**config.mk**
```make
export PLATFORM = sky130hd
export DESIGN_NAME = regfile_32x64
export DESIGN_NICKNAME = d
export VERILOG_FILES = /design/src/rtl/regfile_pkg.sv /design/src/rtl/regfile_32x64_decoder5_32.sv /design/src/rtl/regfile_32x64.sv
export SDC_FILE = /design/constraint.sdc
export NUM_CORES = 2
export LEC_CHECK = 0
export BUFFER_PORTS_ARGS = -buffer_cell sky130_fd_sc_hd__buf_2
export CAP_MARGIN = 30
export CORE_MARGIN = 5
export CORE_UTILIZATION = 32
export CTS_BUF_LIST = sky130_fd_sc_hd__clkbuf_4
export CTS_CLUSTER_DIAMETER = 50
export DETAILED_ROUTE_END_ITERATION = 6
export PLACE_DENSITY_LB_ADDON = 0.2
export SYNTH_ARGS = -nofsm -noshare
export SYNTH_HDL_FRONTEND = slang
export SYNTH_SLANG_ARGS = --single-unit
```
**constraint.sdc**
```tcl
create_clock -name clk -period 130.7 [get_ports clk]
set_clock_uncertainty 0.15 [all_clocks]
set_input_delay 13.07 -clock clk [delete_from_list [all_inputs] [get_ports clk]]
set_output_delay 13.07 -clock clk [all_outputs]
set_load 0.02 [all_outputs]
```
**src/rtl/regfile_pkg.sv**
```systemverilog
// Shared constants and types for the 32 x 64 architectural register file.
package regfile_pkg;

  localparam int DATA_W    = 64;
  localparam int NUM_REGS  = 32;
  localparam int REG_IDX_W = 5;

  // Index 31 is XZR: reads as zero, writes are dropped.
  localparam logic [REG_IDX_W-1:0] XZR_IDX = 5'd31;

  typedef logic [REG_IDX_W-1:0] reg_idx_t;
  typedef logic [DATA_W-1:0]    reg_data_t;

endpackage

```
**src/rtl/regfile_32x64_decoder5_32.sv**
```systemverilog
// Binary-to-one-hot write decoder: one output per register, all low when
// the enable is low so unknown index bits cannot reach the register enables.
module decoder5_32
  import regfile_pkg::*;
#(
  parameter int IDX_W = REG_IDX_W,
  parameter int N_OUT = 1 << REG_IDX_W
) (
  input  logic [IDX_W-1:0] i_idx,
  input  logic             i_en,
  output logic [N_OUT-1:0] o_onehot
);

  // Compare against every output position; widths below 2**IDX_W simply
  // never assert for the missing upper indices.
  always_comb begin
    o_onehot = '0;
    for (int i = 0; i < N_OUT; i++) begin
      o_onehot[i] = i_en && (i_idx == IDX_W'(i));
    end
  end

endmodule

```
**src/rtl/regfile_32x64.sv**
```systemverilog
// Architectural register file: X0..X30 in flops, X31 (XZR) hard-wired to
// zero, two combinational read ports and one write port on rising clk.
// Optional build macro REGFILE_BYPASS_EN forwards WriteData to a read port
// addressing the register being written in the same cycle.
module regfile_32x64
  import regfile_pkg::*;
#(
  parameter int DATA_W   = regfile_pkg::DATA_W,
  parameter int NUM_REGS = regfile_pkg::NUM_REGS,
  localparam int AW      = $clog2(NUM_REGS)
) (
  input  logic              clk,
  input  logic              reset,
  input  logic              RegWrite,
  input  logic [AW-1:0]     WriteRegister,
  input  logic [DATA_W-1:0] WriteData,
  input  logic [AW-1:0]     ReadRegister1,
  input  logic [AW-1:0]     ReadRegister2,
  output logic [DATA_W-1:0] ReadData1,
  output logic [DATA_W-1:0] ReadData2
);

  localparam int NUM_STORED = NUM_REGS - 1;

  logic [DATA_W-1:0]     r_regs [NUM_STORED];
  logic [DATA_W-1:0]     w_bank [NUM_REGS];
  logic [NUM_STORED-1:0] w_wr_en;

  // Only the stored registers get an enable, so a write to XZR decodes to
  // nothing and is dropped without a separate compare.
  decoder5_32 #(
    .IDX_W (AW),
    .N_OUT (NUM_STORED)
  ) u_wr_dec (
    .i_idx    (WriteRegister),
    .i_en     (RegWrite),
    .o_onehot (w_wr_en)
  );

  // Register bank: async clear, per-register load enable.
  always_ff @(posedge clk or posedge reset) begin
    if (reset) begin
      for (int i = 0; i < NUM_STORED; i++) begin
        r_regs[i] <= '0;
      end
    end else begin
      for (int i = 0; i < NUM_STORED; i++) begin
        if (w_wr_en[i]) r_regs[i] <= WriteData;
      end
    end
  end

  // Read view of all indices with the zero register appended at the top.
  always_comb begin
    for (int i = 0; i < NUM_STORED; i++) begin
      w_bank[i] = r_regs[i];
    end
    w_bank[NUM_REGS-1] = '0;
  end

`ifdef REGFILE_BYPASS_EN
  localparam logic [AW-1:0] XZR = AW'(NUM_REGS - 1);

  logic w_fwd1;
  logic w_fwd2;

  // Forward only for a real write to a stored register outside reset.
  always_comb begin
    w_fwd1 = RegWrite && !reset && (WriteRegister != XZR) &&
             (WriteRegister == ReadRegister1);
    w_fwd2 = RegWrite && !reset && (WriteRegister != XZR) &&
             (WriteRegister == ReadRegister2);
  end

  // Read ports with same-cycle write forwarding.
  always_comb begin
    ReadData1 = w_fwd1 ? WriteData : w_bank[ReadRegister1];
    ReadData2 = w_fwd2 ? WriteData : w_bank[ReadRegister2];
  end
`else
  // Read ports reflect stored state only.
  always_comb begin
    ReadData1 = w_bank[ReadRegister1];
    ReadData2 = w_bank[ReadRegister2];
  end
`endif

endmodule
```
==> results by group <==
Placed design
  – PortBufs: 209
  – HPWL Detailed: 226000 um
  – Dpl ws: 99610 ps
  – Placed instance area: 112000 um2
  – GPL Wtd Cong: 0.793

Layout
  – Max FFs per register: 1984
  – Layout cell share with drive strength beyond 1: 52.7%
  – Layout Nets: 7749
  – Top reg by flops: r_regs
  – Area Overhead vs Synth: 12.2%
  – Top Registers: r_regs: 1984 flops
  – End-of-flow core utilization: 36.1%
  – Design area: 119000 um2

Drt
  – DR iter-0 viols: 6034
  – Drt total wl: 407000 um
  – DRT antenna net count: 0
  – Drt first pass iters: 6
  – Drt via density: 5.86
  – Via total after detailed routing: 73000
  – Routed len/inst: 32.7 um
  – Residual DRC: 0

Setup path
  – Cells along the critical path: buf_8 > buf_12 > buf_4 > buf_4 > buf_4 > mux2i_1 > o21ai_0 > nor2_1 > nor4_1 > buf_4 > buf_2
  – Crit Reg-Reg Startpoint: r_regs[1684]$_DFFE_PP0P_
  – Worst path max stage delay: 700 ps
  – WP data required: 117480 ps
  – R2R cell count: 1
  – Data arrival, critical path: 17770 ps
  – Most Frequent Cell on Critical Path: buf_4
  – CP max-delay cell: buf_4
  – Kind of critical path: in2out
  – Worst R2R End: r_regs[1684]$_DFFE_PP0P_
  – CP startpoint: ReadRegister2[0]
  – CP Capture Type: output port
  – CP Launch Type: input pin
  – Reg2reg setup slack: 129720 ps
  – Worst-path fanout max: 68

GRT
  – Total track usage: 23.2%
  – Initial antenna violation count: 64
  – Largest net degree at the start of global routing: 156
  – First-pass GRT wire length: 581000 um
  – Remaining global-route overflow: 0
  – Vias in the first global route: 76900

Clock network
  – CTS buffer count: 573
  – Hold_buf cts: 0
  – Clock root cell: clkbuf_4
  – Worst-path clk slew: 60 ps
  – Post-CTS sizing: 0
  – Worst-skew pair later-pin latency: 1300 ps
  – TritonCTS clock tree: built
  – Setup Buffers After CTS: 0
  – H-tree Lvls: 6
  – Clock tree buffer depth: 4
  – Sink Count: 1984

Synthesis
  – Ys Warns: 0
  – Top-area cell type share of the netlist area: 46.7%
  – Top_reg_cell synth: dfrtp_1
  – Synthesized area per cell: 14.3 um2
  – Synth Register Bits: 1984
  – Syn_nets: 7537
  – EDFF count, synth: 0
  – Sequential share of the synthesized area: 46.7%
  – Synth Cell Area: 106000 um2
  – Synth top area cells: dfrtp_1 (47%), mux2_2 (24%), mux4_2 (14%)
  – Distinct cells, synth: 40
  – Synth async-reset ratio: 100%
  – Post-synthesis cell count: 7455
  – Yosys top cell by area: dfrtp_1

Die
  – Die Span Y: 586 um
  – # IOs: 210
  – Die area: 344000 um2
  – Die X: 586 um
  – Row cnt: 211
  – Core Region: 331000 um2
  – Initial Utilization: 32.1%

Pwr
  – Peak supply drop: 0.00760 mV
  – Pwr dens: 15.2 nW/um2
  – P_leak: 52.6 nW
  – Total power: 1.81 mW

Hold path
  – Hold Path Sink: r_regs[180]$_DFFE_PP0P_
  – Hold Crit Class: reg2reg
  – Hold Crit Depth: 1
  – HP Start: r_regs[180]$_DFFE_PP0P_

STA
  – Setup Total Neg Slack: 0 ps
  – Final Hold Vio Count: 0
  – RSZ-0062 raised after global routing: no
  – Setup Viol. Count Final: 0
  – Final worst setup slack: 99710 ps
  – Min Tclk post-route: 30990 ps
  – Max-slew violation count: 0
  – Peak Freq: 32.3 MHz
  – Final period util: 23.7%
  – Measured slew at the worst slew-check pin: 1170 ps
  – Max_slew headroom: 22.2%

Status
  – Outcome: finished clean

Run
  – Maxcap violations: 0
[power breakdown]
| group | switching, mW | total (mW) | leakage (nW) | internal (mW) |
|---|---|---|---|---|
| combinational | 0.169 | 0.387 | 22.9 | 0.218 |
| sequential | 0.0938 | 0.829 | 25.4 | 0.735 |
| clock | 0.282 | 0.595 | 4.26 | 0.313 |
| total | 0.545 | 1.81 | 52.6 | 1.27 |
[synthesized netlist by cell type, types with 4 or more instances]
master     instances
o31ai_1           64
buf_2            217
o2bb2ai_1         63
o21ai_0           65
o211ai_1          62
a211oi_1          67
mux2i_1          507
nor2_1            79
clkbuf_1         493
nor4_1            62
dfrtp_1         1984
nand3_1            4
buf_4             31
a21o_1            66
a221o_1           63
mux2_2          2231
o22ai_1          189
nand2b_1           7
nand2_1           80
mux4_2           641
buf_1             52
a21oi_1          190
a22oi_1           62
or3_1              4
nor2b_1           76
mux2_1            71
[final cells by class]
type	instances	area, um2
repair buffers	433	3320
multi-input cells	4674	53600
flip-flops and latches	1984	49600
clock inverters	115	684
well taps	4366	5460
inverters	1	11.3
clock buffers	852	6400
diodes	27	67.6
fillers	32100	211000
[per-stage QoR]
stage               hold WS, ps  std cells
finish                      361      12500
detailed placement          347      11400
floorplan                   327       7455
CTS                         361      12400
global placement            339      11400
global route                374      12400
[critical path: cells and delay by family]
family / cells / cell delay (ps)
buffers and inverters: 7 / 3200
and+or+nand+nor: 2 / 770
AOI/OAI and AO/OA: 1 / 290
muxes: 1 / 170
[cell families (layout without fill, tap and decap cells)]
group           after synthesis  after routing  share of synthesized area (%)
other cells                   0             27                              0
compound gates              899            899                           5.77
flops                      1984           1984                           46.7
simple gates                325            325                           1.55
mux                        3450           3450                           42.8
buf+inv                     797           1401                           3.20
[worst max-delay path by stage]
stage	slack [ps]	depth (start not counted)	to
after floorplan	61440	1	r_regs[0]$_DFFE_PP0P_
after global placement	99190	11	ReadData2[28]
after detailed placement	99610	11	ReadData2[22]
after CTS	99610	11	ReadData2[22]
after global routing	99390	11	ReadData2[22]
final	99710	11	ReadData2[22]
[layer usage]
metal	up-vias	share of wire (%)	global-route usage, %
met5	-	0.042	0
met4	26	3.2	7.35
met3	754	7.0	4.82
met2	2948	45	35.6
met1	39800	45	33.0
li1	29500	-	-
[cells in the final DEF (no fill, tap or decap), types with 9 or more instances in the layout]
cell type and n:
mux2_2 2231, dfrtp_1 1984, clkbuf_4 852, mux4_2 641
mux2i_1 507, buf_2 209, a21oi_1 190, o22ai_1 189
buf_4 181, clkinv_1 82, nor2b_1 71, mux2_1 71
a211oi_1 67, nor2_1 66, a21o_1 66, nand2_1 65
o21ai_0 65, o31ai_1 64, a221o_1 63, o2bb2ai_1 63
a22oi_1 62, o211ai_1 62, nor4_1 57, diode_2 27
buf_12 19, inv_2 17, nand2_4 15, buf_16 15
nor2_4 13, bufinv_16 9
Note: power is estimated with default switching activity, not from simulation.
